<file path="src/rtl/hc02_quad_nor.sv">
// rtl/hc02_quad_nor.sv - WIDTH-gate 2-input NOR with registered copy and change flags
module hc02_quad_nor #(
    parameter int WIDTH = 4
) (
    input  logic             clk,
    input  logic             rst,
    input  logic [WIDTH-1:0] a,
    input  logic [WIDTH-1:0] b,
    output logic [WIDTH-1:0] y,
    output logic [WIDTH-1:0] y_q,
    output logic [WIDTH-1:0] changed,
    output logic             any_changed
);

    // Reset value of all ones is the NOR of idle-low inputs, so the jump
    // into reset never needs its own change pulse.
    localparam logic [WIDTH-1:0] IDLE_NOR = {WIDTH{1'b1}};

    logic [WIDTH-1:0] nor_next;

    assign nor_next = ~(a | b);
    assign y        = nor_next;

    always_ff @(posedge clk) begin
        if (rst) begin
            y_q     <= IDLE_NOR;
            changed <= '0;
        end else begin
            y_q     <= nor_next;
            changed <= nor_next ^ y_q;
        end
    end

    assign any_changed = |changed;

endmodule

</file>
<file path="config.mk">
export PLATFORM = sky130hd
export DESIGN_NAME = hc02_quad_nor
export DESIGN_NICKNAME = d
export VERILOG_FILES = /design/src/rtl/hc02_quad_nor.sv
export SDC_FILE = /design/constraint.sdc
export NUM_CORES = 1
export LEC_CHECK = 0
export CORE_AREA = 2 2 39 41
export DETAILED_ROUTE_END_ITERATION = 16
export DIE_AREA = 0 0 41 43
export SYNTH_ARGS = -nofsm -noshare
export SYNTH_HDL_FRONTEND = slang
export SYNTH_SLANG_ARGS = --single-unit
</file>
<file path="constraint.sdc">
create_clock -name clk -period 1.1 [get_ports clk]
set_input_delay 0.22 -clock clk [delete_from_list [all_inputs] [get_ports clk]]
set_output_delay 0.22 -clock clk [all_outputs]
set_load 0.01 [all_outputs]
</file>
# Word-level counts from Yosys, hierarchy flattened
# Cells that the tools add are included.
# Widths: inputs -> output; s select.
[word_totals]
ff_bits = 8
latch_bits = 0
ram_bits = 0
mem_bits_ro = 0
in_bits = 10
output_inout_bits = 13
word_cells = 6
memories = 0
[classes]
addsub = 0
multipliers = 0
n_div = 0
magnitude_cmp = 0
eq_ne = 0
shifts = 0
muxes = 0
bitwise = 3
n_reduce_logical = 1
[ops]
columns = ["op", "n"]
rows = [
  ["$not 4->4", 1],
  ["$or 4x4->4", 1],
  ["$reduce_or 4->1", 1],
  ["$xor 4x4->4", 1],
]

# Longest topological paths before layout
# Gate-level depths: netlist of run 1.
[logic_depth]
depth_word = 3
ltp_mapped = 2
depth_no_buf = 2

# Worst setup path after synthesis of run 1
# Ideal clock, no wire load.
[synth_path]
path_kind = "register to output"
start = "reg changed[1]"
end = "out any_changed"
arrival_time_ns = 0.891
required_ns = 0.880
path_slack_ns = -0.011
stages_incl_launch_ff = 2
path_buffers = 0
cell_sequence = "dfxtp_1 > or4_1"
[synth_between]
elab_chain_len = 1
[synth_lines]
columns = ["element", "line", "source"]
rows = [
  ["start: declaration", "11", "output logic [WIDTH-1:0] changed,"],
  ["start signal: assignment", "30", "changed <= nor_next ^ y_q;"],
  ["$reduce_or 4->1", "34", "assign any_changed = |changed;"],
  ["end: declaration", "12", "output logic any_changed"],
]
# No other way between the ends.

# Final worst setup path of run 1
[layout_path]
start = "reg changed[2]"
end = "out any_changed"
# Same word-level chain as after synthesis.

==> results by stage, run 1 <==
Final layout:
- The fraction of layout instances using a drive strength above 1 is a little under two fifths.
- The library cells used most frequently in the layout, excluding fill and tap cells, are dlygate4sd2_1, buf_4, dfxtp_1.
- The utilization after layout is 41.2%.
- From synthesis to final layout, the design area changed by 109%.
- The number of fill cells in the layout is approximately 170.
- The total number of nets in the final design is 75.
- The most common cell after layout, fill and taps aside is dlygate4sd2_1.
- In the final layout, the multi-input gates occupy 116 sq um.
- Registers take approximately 160 sq um.
- 0 antenna diodes ended up in the layout.

Routing:
- The DRC violation count after routing is 0.
- The routed wire length per instance is just under 9 um.
- The average vias per placed instance is between 4 and 5.
- The wire length reported by the detailed router is ~690 um.
- In this run the remaining antenna-violating nets after routing total 0.
- The first detailed-routing pass ran for 4 iterations.
- For this block, the via count after detailed routing is 334.
- The detailed router's first-iteration violation count is 2.

Setup path:
- STA classifies the critical path endpoint as a primary output.
- STA puts the critical path data required time at roughly 0.9 ns.
- The maximum net fanout on the critical path is 2.
- Among all stages on the critical path, the largest delay is contributed by or4_4.
- The largest single stage delay on the critical path is ~0.53 ns.
- For the worst setup path, the data arrival time is 1.23 ns.
- Walking the worst path, the cells encountered are or4_4 > buf_6.
- The cell count of the worst reg-to-reg path is 2.
- The critical path class is reg2out.
- STA classifies the critical path startpoint as a flop.

Synth:
- By area, the combinational part of the netlist is dominated by simple AND/OR/NAND/NOR gates.
- The xor/xnor share of the synthesized area is 0%.
- The top cell type's share of synthesized area is around 60%.
- The multiplexer share of the synthesized area is 0%.
- Of the synthesized area, sequential elements account for about three fifths.
- After technology mapping, the gate count stands at 29.
- The number of warnings reported in the yosys synthesis log is 0.
- The cell area after synthesis is roughly 270 sq um.
- A synthesized cell averages 9.41 sq um.
- The synthesized netlist devotes approximately 15% of its cell area to compound gates.
- Summed over all instances, the cell type with the most area after synthesis is dfxtp_1.
- The area fraction in and, or, nand and nor cells after synthesis is a little over a quarter.
- The post-synthesis sequential element count is 8.
- Synthesis produced a netlist with a net count of 39.
- Yosys mapped the design onto 7 distinct sky130hd cell types.
- After Yosys synthesis, full adders, half adders and majority gates account for 0% of the synthesized area.
- By area the synthesized netlist is led by dfxtp_1, or2_2, or3_1.

Global route:
- The overall routing resource usage is 9.68%.
- Global routing finished with a remaining overflow of 0.
- Entering global routing, the biggest net connects 7 pins.
- The global-route wire length before repair is about 1100 um.
- The initial antenna violation count is 0.
- The via count of the first global-routing pass came to 295.

Job:
- The total of max-cap violations is 0.

Clock network:
- CTS saw 8 sinks.
- Post-CTS timing repair inserted 0 buffers for setup.
- CTS placed an instance of clkbuf_4 at the clock tree root.
- Clock-pin slew was measured on the worst setup and hold paths at 0.06 ns.
- CTS built an H-tree with a depth of 1.
- The clock buffer count from CTS is 3.
- TritonCTS built the clock tree.
- The later pin in the worst-skew pair is clocked with a latency of approximately 0.26 ns.
- In this run the deepest clock path goes through 2 buffers.
- Hold repair after CTS inserted 0 buffers.

Power:
- The areal power density over the cells is ~1200 nW/um^2.
- Across the VDD grid, the largest voltage drop is about 480 uV.
- Total power for the finished layout comes to between 700 and 800 uW.
- The static leakage power is around 0.28 nW.

Timing:
- The final worst hold slack is about 0.39 ns.
- Once routing completed, OpenROAD measured the worst setup slack at -0.346 ns.
- The hold violation count in the final report was 0.
- Setup violations remaining at the end of the flow were counted as 1.
- The number of pins with negative max-slew slack in the final report came to 0.
- Measured against its own limit, the worst slew margin works out to around 86%.
- The timing-limited maximum frequency is ~0.69 GHz.
- The share of the clock period used by the worst path after layout is 131%.
- For the final database, setup skew stands at between 0.0001 and 0.00015 ns.
- Setup repair after global routing could not meet its margin everywhere.
- The final critical delay including setup and external delays is 1.45 ns.
- The pin slew with the least headroom to its limit is 0.205 ns.

Outcome:
- The final reports fail on negative setup slack.
- The run finished, with violations left.

Die:
- The die span in y is around 43 um.
- The die extent in x is a little over 40 um.
- 23 I/O pins were placed.
- The floorplan has 14 rows.
- The initial utilization of the core area, before any placement, comes to 19.7%.
- The area of the placeable core is 1380 sq um.
- The die covers approximately 1800 sq um.

Hold path:
- The min-delay analysis places its worst path in the category in2reg.
- The cell count of the worst hold path is 3.

Placement:
- Input and output buffers added on the ports amount to 22.
- The routability congestion estimate from global placement is roughly 0.57.
## where the power goes
| part | total, mW | internal [mW] | switching, mW |
|---|---|---|---|
| registers | 0.322 | 0.312 | 0.0103 |
| clock network | 0.230 | 0.125 | 0.105 |
| logic | 0.148 | 0.0909 | 0.0568 |
| total | 0.700 | 0.528 | 0.172 |
## layer usage
metal	up-vias	global-route usage (%)	part of all wire, %
li1	172	-	-
met4	0	10.0	2.8
met1	142	11.7	41
met2	17	12.2	47
met5	-	0	0
met3	3	3.14	9.0
## registers in the layout, indices dropped and copies added, names as in the netlist
signal,cells
changed,4
y_q,4
## cell families (layout without fill, tap and decap cells)
kind of cell / Yosys count / in the layout
buf+inv: 0 / 34
compound gates: 8 / 8
simple gates: 13 / 13
flops: 8 / 8
## path summary, 6_finish.rpt
path                            startpoint     endpoint  slack [ns]
worst min-delay path                  b[1]   changed[1]        0.39
worst min register to register      y_q[0]   changed[0]        0.47
worst max register to register      y_q[2]   changed[2]        0.27
worst max-delay path            changed[2]  any_changed       -0.35
## synthesized netlist by cell type
| library cell | n |
|---|---|
| a21oi_1 | 4 |
| dfxtp_1 | 8 |
| nor2_1 | 4 |
| o21ai_0 | 4 |
| or2_2 | 4 |
| or3_1 | 4 |
| or4_1 | 1 |
## worst max-delay path, delay by kind of cell (launching register included)
kind,cells,cell delay (ns)
buffers and inverters,1,0.13
AND/OR/NAND/NOR,1,0.53
flip-flops,1,0.30
## final cells by class
cell class / count / share of cell area [%]
repair buffers: 31 / 43.9
clock buffers: 3 / 3.95
well taps: 16 / 3.51
multi-input cells: 21 / 20.4
flip-flops and latches: 8 / 28.3
## per-stage QoR
| stage | setup slack, ns | setup TNS (ns) | std cells | instance area (sq um) |
|---|---|---|---|---|
| floorplan | 0.0150 | 0 | 29 | 277 |
| global placement | -0.462 | -3.46 | 76 | 584 |
| detailed placement | -0.463 | -3.47 | 76 | 584 |
| CTS | -0.349 | -0.349 | 79 | 568 |
| global route | -0.361 | -0.362 | 79 | 571 |
| finish | -0.346 | -0.346 | 79 | 571 |
## repair_timing
action	4_1_cts	5_1_grt
resized for setup	37	7
pin swaps	4	1
endpoints found under the setup margin	13	6
(Power assumes the default switching activity.)
==> run 2: changes to the inputs <==
--- a/config.mk
+++ b/config.mk
@@ -5,9 +5,14 @@
 export SDC_FILE = /design/constraint.sdc
 export NUM_CORES = 1
 export LEC_CHECK = 0
+export CELL_PAD_IN_SITES_DETAIL_PLACEMENT = 1
+export CELL_PAD_IN_SITES_GLOBAL_PLACEMENT = 1
 export CORE_AREA = 2 2 39 41
+export CTS_CLUSTER_DIAMETER = 100
 export DETAILED_ROUTE_END_ITERATION = 16
 export DIE_AREA = 0 0 41 43
+export DONT_BUFFER_PORTS = 1
+export PLACE_DENSITY_LB_ADDON = 0.1
 export SYNTH_ARGS = -nofsm -noshare
 export SYNTH_HDL_FRONTEND = slang
 export SYNTH_SLANG_ARGS = --single-unit
==> results by stage, run 2 (synthesized netlist as in run 1, its figures left out) <==
Outcome:
- Result of the run: finished with violations (unchanged).
- Failing checks: negative setup slack (unchanged).

Timing:
- Unrepaired setup endpoints after global routing: yes (unchanged).
- The number of pins with negative max-slew slack in the final report is 0 (unchanged).
- The worst slew margin relative to its limit is 83.2% (was 86.3%).
- The clock tree skew after final layout is 0.0000719 ns (was 0.000102 ns).
- The final worst-path setup slack was -0.221 ns (was -0.346 ns).
- The share of the clock period used by the worst path after layout is 120% (was 131%).
- The hold violation count in the final report came to 0 (unchanged).
- The final critical delay including setup and external delays is 1.32 ns (was 1.45 ns).
- The timing-limited maximum frequency was 0.757 GHz (was 0.691 GHz).
- The number of failing setup endpoints in the final timing report is 1 (unchanged).
- The pin slew with the least headroom to its limit is 0.251 ns (was 0.205 ns).

Placement:
- The area of placed instances is 319 sq um (was 584 sq um).
- The worst setup slack before clock tree synthesis is 0.0411 ns (was -0.463 ns).
- The routability congestion estimate from global placement was 0.484 (was 0.573).
- The estimated wirelength of the detail-placed design is ~520 um.
- The number of I/O port buffers was 0 (was 22).

Power:
- The static leakage power is 0.136 nW (was 0.277 nW).
- The largest vdd supply drop was 563 uV (was 477 uV).
- The areal power density over the cells was 1780 nW/um^2 (was 1230 nW/um^2).
- The overall power of the completed layout is 608 uW (was 700 uW).

Routing:
- The post-route antenna net violation count is 0 (unchanged).
- The via count of the routed design was 251 (was 334).
- The detailed router's first-iteration violation count is 0 (was 2).
- The average vias per placed instance is 4.92 (was 4.23).
- The wire length reported by the detailed router is 646 um (was 690 um).
- The DRC violation count after routing was 0 (unchanged).
- The routed wire length per instance is 12.7 um (was 8.73 um).
- The iteration count of the initial detailed-routing pass is 1 (was 4).

Die:
- The number of cell rows is 14 (unchanged).
- The die span in y is 43 um (unchanged).
- The area of the placeable core is 1380 sq um (unchanged).
- The area enclosed by the die boundary is 1760 sq um (unchanged).
- The I/O pin total is 23 (unchanged).
- The initial core utilization is 19.7% (unchanged).
- The die extent in x was 41 um (unchanged).

Final layout:
- Largest registers: changed (4), y_q (4) (unchanged).
- The area growth from synthesis to final layout is 25.2% (was 109%).
- The final non-filler cell area is 342 sq um (was 571 sq um).
- The antenna diode count is 0 (unchanged).
- The most common cell after layout, fill and taps aside is dfxtp_1 (was dlygate4sd2_1).
- The total number of nets in the final design is 47 (was 75).
- The fraction of layout instances using a drive strength above 1 is 31.4% (was 38.1%).

Clock network:
- The number of clock sinks is 8 (unchanged).
- The clock buffer count from CTS is 3 (unchanged).
- The post-CTS repair timing setup buffer count was 0 (unchanged).
- The number of hold buffers added after CTS is 0 (unchanged).
- The total of cells resized after clock tree synthesis is 0 (was 37).
- The clock root buffer is clkbuf_4 (unchanged).
- The number of buffers on the longest clock path came to 2 (unchanged).
- The clock tree from TritonCTS is yes (unchanged).
- The clock latency at the later pin of the worst-skew pair was 0.25 ns (was 0.26 ns).
- The H-tree depth came to 1 (unchanged).
- The clock-pin transition on the worst setup and hold timing paths is 0.05 ns (was 0.06 ns).

Global route:
- The global-route wire length before repair was 931 um (was 1080 um).
- The via count of the first global-routing pass came to 270 (was 295).
- The initial antenna violation count is 0 (unchanged).
- The maximum number of pins on one net before global-route repair is 9 (was 7).
- The global-route congestion overflow total was 0 (unchanged).
- The overall routing resource usage is 8.33% (was 9.68%).

Job:
- The total of max-cap violations came to 0 (unchanged).

Setup path:
- The critical path class was reg2out (unchanged).
- The maximum net fanout on the critical path is 2 (unchanged).
- The category of the worst setup path launch point is a flop (unchanged).
- The gate family responsible for the most delay along the worst path is simple AND/OR/NAND/NOR gates (unchanged).
- The standard cell with the maximum stage delay on the critical path is or4_4 (unchanged).
- The register-to-register path setup slack is 0.22 ns (was 0.27 ns).
- The critical path launch point is changed[1] (was changed[2]).
- The delay of the slowest cell on the worst path came to 0.55 ns (was 0.53 ns).
- The startpoint of the lowest-slack register-to-register path was y_q[2] (unchanged).
- The endpoint arrival time on the critical path is 1.10 ns (was 1.23 ns).
- The kind of end point of the critical path is a primary output (unchanged).
- The number of buffer and inverter instances along the worst setup path is 0 (was 1).
- Cell-by-cell listing of the critical path: or4_4 (was or4_4 > buf_6).
- The worst path required time is 0.88 ns (about the same).

Hold path:
- The type of the tightest min-delay check is in2reg (unchanged).
- The source of the worst hold timing path is rst (was b[1]).
## run 2: changes by cell type in the layout (fill, tap and decap cells not counted), sizes merged
cell | previous run | this run
buf | 14 | 3
clkdlybuf4s15 | 4 | 0
clkbuf | 4 | 3
clkdlybuf4s50 | 1 | 0
dlygate4sd2 | 11 | 0
## run 2: report_power, final
part           switching (mW)  total [mW]  internal [mW]  leakage (nW)
registers              0.0199       0.331          0.311        0.0671
logic                  0.0260      0.0570         0.0311        0.0547
clock network          0.0953       0.220          0.125        0.0138
## run 2: final cells by class
| cell class | count | area (sq um) |
|---|---|---|
| clock buffer | 3 | 22.5 |
| multi-input combinational | 21 | 116 |
| tap | 16 | 20.0 |
| fill | 167 | 1040 |
| timing repair buffer | 3 | 22.5 |
| sequential | 8 | 160 |
## run 2: worst paths after layout
check,to,cells past startpoint
worst max register to register,changed[2],2
worst min-delay path,changed[3],1
worst min register to register,changed[3],2
worst max-delay path,any_changed,1
## run 2: layer usage
layer	up-vias	GRT usage, %	routed length (um)
met5	-	0	0
met4	0	2.00	0
met3	0	9.42	90
met2	18	11.9	308
met1	120	7.72	247
li1	113	-	-
## run 2: metrics by stage
step	setup TNS (ns)	hold WS, ns	utilization [%]	std cells
finish	-0.221	0.0330	24.7	51
global route	-0.256	0.0218	24.7	51
CTS	-0.240	0.0198	24.7	51
detailed placement	0	0.293	23.1	48
global placement	0	0.293	23.1	48
floorplan	0	0.289	-	29
## run 2: what timing repair did
action	4_1_cts	5_1_grt
endpoints found under the setup margin	1	1
pin swaps	1	1
gates cloned	0	0
==> run 3: changes to the inputs <==
--- a/config.mk
+++ b/config.mk
@@ -7,10 +7,10 @@
 export LEC_CHECK = 0
 export CELL_PAD_IN_SITES_DETAIL_PLACEMENT = 1
 export CELL_PAD_IN_SITES_GLOBAL_PLACEMENT = 1
-export CORE_AREA = 2 2 39 41
+export CORE_AREA = 10 10 47 49
 export CTS_CLUSTER_DIAMETER = 100
 export DETAILED_ROUTE_END_ITERATION = 16
-export DIE_AREA = 0 0 41 43
+export DIE_AREA = 0 0 57 59
 export DONT_BUFFER_PORTS = 1
 export PLACE_DENSITY_LB_ADDON = 0.1
 export SYNTH_ARGS = -nofsm -noshare
==> results by stage, run 3 (synthesized netlist as in run 1, its figures left out) <==
Outcome:
- Result of the run: finished with violations (unchanged).
- Failing checks: negative setup slack (unchanged).

Global route:
- The initial antenna violation count was 0 (unchanged).
- The maximum number of pins on one net before global-route repair is 9 (unchanged).
- The global-route congestion overflow total was 0 (unchanged).
- The global-route wire length before repair was 1300 um (was 931 um).
- The overall routing resource usage is 5.07% (was 8.33%).
- The via count of the first global-routing pass is 283 (was 270).

Die:
- The area of the placeable core is 1400 sq um (was 1380 sq um).
- The die span in y was 59 um (was 43 um).
- The number of cell rows is 14 (unchanged).
- The I/O pin total is 23 (unchanged).
- The die extent in x is 57 um (was 41 um).
- The initial core utilization came to 19.5% (was 19.7%).
- The area enclosed by the die boundary is 3360 sq um (was 1760 sq um).

Timing:
- The clock tree skew after final layout is 0.0000273 ns (was 0.0000719 ns).
- Unrepaired setup endpoints after global routing: yes (unchanged).
- The timing-limited maximum frequency came to 0.755 GHz (was 0.757 GHz).
- The final worst-path setup slack is -0.225 ns (was -0.221 ns).
- The final critical delay including setup and external delays is 1.32 ns (about the same).
- The pin slew with the least headroom to its limit is 0.280 ns (was 0.251 ns).
- The worst slew margin relative to its limit is 81.3% (was 83.2%).
- The number of pins with negative max-slew slack in the final report was 0 (unchanged).
- The setup TNS is -0.225 ns (was -0.221 ns).
- The hold violation count in the final report is 0 (unchanged).
- The number of failing setup endpoints in the final timing report is 1 (unchanged).
- The share of the clock period used by the worst path after layout is 120% (about the same).

Clock network:
- The clock buffer count from CTS is 3 (unchanged).
- The clock latency at the later pin of the worst-skew pair is 0.24 ns (was 0.25 ns).
- The clock-pin transition on the worst setup and hold timing paths came to 0.05 ns (about the same).
- The number of buffers on the longest clock path is 2 (unchanged).
- The H-tree depth is 1 (unchanged).
- The clock root buffer is clkbuf_4 (unchanged).
- The number of hold buffers added after CTS is 0 (unchanged).
- The number of clock sinks is 8 (unchanged).
- The post-CTS repair timing setup buffer count is 0 (unchanged).
- The clock tree from TritonCTS is yes (unchanged).

Placement:
- The number of I/O port buffers is 0 (unchanged).
- The placed instance count came to 49 (was 48).
- The estimated wirelength of the detail-placed design came to 701 um (was 516 um).
- The routability congestion estimate from global placement is 0.542 (was 0.484).
- The worst setup slack before clock tree synthesis was 0.0310 ns (was 0.0411 ns).

Setup path:
- The standard cell with the maximum stage delay on the critical path is or4_4 (unchanged).
- The cell count of the worst reg-to-reg path was 2 (unchanged).
- The worst path required time came to 0.88 ns (about the same).
- The delay of the slowest cell on the worst path was 0.55 ns (about the same).
- The startpoint of the lowest-slack register-to-register path is y_q[3] (was y_q[2]).
- The kind of end point of the critical path was a primary output (unchanged).
- The maximum net fanout on the critical path is 2 (unchanged).
- The category of the worst setup path launch point is a flop (unchanged).
- The register-to-register path setup slack came to 0.20 ns (was 0.22 ns).
- The critical path class is reg2out (unchanged).
- The number of buffer and inverter instances along the worst setup path is 0 (unchanged).
- The endpoint of the worst register-to-register path is changed[3] (was changed[2]).
- The gate family responsible for the most delay along the worst path is simple AND/OR/NAND/NOR gates (unchanged).
- Cell-by-cell listing of the critical path: or4_4 (unchanged).
- The endpoint arrival time on the critical path is 1.10 ns (about the same).
- The number of stages on the worst setup path is 1 (unchanged).

Routing:
- The wire length reported by the detailed router is 803 um (was 646 um).
- The post-route antenna net violation count is 0 (unchanged).
- The detailed router's first-iteration violation count is 0 (unchanged).
- The routed wire length per instance is 15.4 um (was 12.7 um).
- The via count of the routed design was 238 (was 251).
- The iteration count of the initial detailed-routing pass is 1 (unchanged).
- The average vias per placed instance came to 4.58 (was 4.92).
- The DRC violation count after routing is 0 (unchanged).

Power:
- The static leakage power is 0.141 nW (was 0.136 nW).
- The areal power density over the cells is 1740 nW/um^2 (was 1780 nW/um^2).
- The largest vdd supply drop is 490 uV (was 563 uV).

Hold path:
- The cell count of the worst hold path is 1 (unchanged).
- The source of the worst hold timing path is rst (unchanged).
- The type of the tightest min-delay check is in2reg (unchanged).
- The sink of the worst hold path is changed[0] (was changed[3]).

Final layout:
- The fraction of layout instances using a drive strength above 1 is 36.1% (was 31.4%).
- The area growth from synthesis to final layout was 28.4% (was 25.2%).
- The area used by sequential logic in the layout is 161 sq um (was 160 sq um).
- Largest registers: changed (4), y_q (4) (unchanged).
- The antenna diode count is 0 (unchanged).
- The total number of nets in the final design is 48 (was 47).
- The multi-input combinational cell area came to 116 sq um (unchanged).
- The most common cell after layout, fill and taps aside is dfxtp_1 (unchanged).
- The number of fill cells in the layout is 179 (was 167).
- The non-filler instance count after layout is 52 (was 51).

Job:
- The total of max-cap violations came to 0 (unchanged).
run 3: metal layers:
layer / vias to the layer above / wire length [um] / global-route usage, %
met5: - / 0 / 0
met4: 0 / 0 / 3.02
met3: 0 / 135 / 4.29
met2: 14 / 398 / 7.60
met1: 108 / 269 / 4.67
li1: 116 / - / -
run 3: per-stage QoR:
step                power (mW)  hold WS (ns)  cell area (sq um)  utilization [%]
finish                   0.609        0.0311                350             25.0
global route             0.649        0.0201                350             25.0
CTS                      0.632        0.0223                349             24.9
detailed placement       0.404         0.293                327             23.3
global placement         0.402         0.293                327             23.3
floorplan                0.375         0.289                277                -
run 3: final cells by class:
type / instances / share of cell area [%]
clock buffer: 3 / 6.43
multi-input combinational: 21 / 33.2
sequential: 8 / 46.1
tap: 16 / 5.71
timing repair buffer: 4 / 8.57
run 3: report_power, final:
part | switching (mW) | total, mW | internal (mW) | leakage [nW]
clock network | 0.0895 | 0.214 | 0.124 | 0.0138
logic | 0.0305 | 0.0648 | 0.0343 | 0.0599
registers | 0.0185 | 0.331 | 0.312 | 0.0673
total | 0.138 | 0.609 | 0.471 | 0.141
run 3: what timing repair did:
| action | CTS | global route |
|---|---|---|
| gates resized for setup | 0 | 1 |
| pin swaps | 1 | 1 |
| setup endpoints to repair | 1 | 1 |
run 3: how the worst max path moves through the flow:
stage	startpoint	end
2_1_floorplan	changed[1]	any_changed
3_3_place_gp	changed[1]	any_changed
3_5_place_dp	changed[1]	any_changed
4_1_cts	changed[3]	any_changed
5_1_grt	changed[0]	any_changed
6_report	changed[0]	any_changed
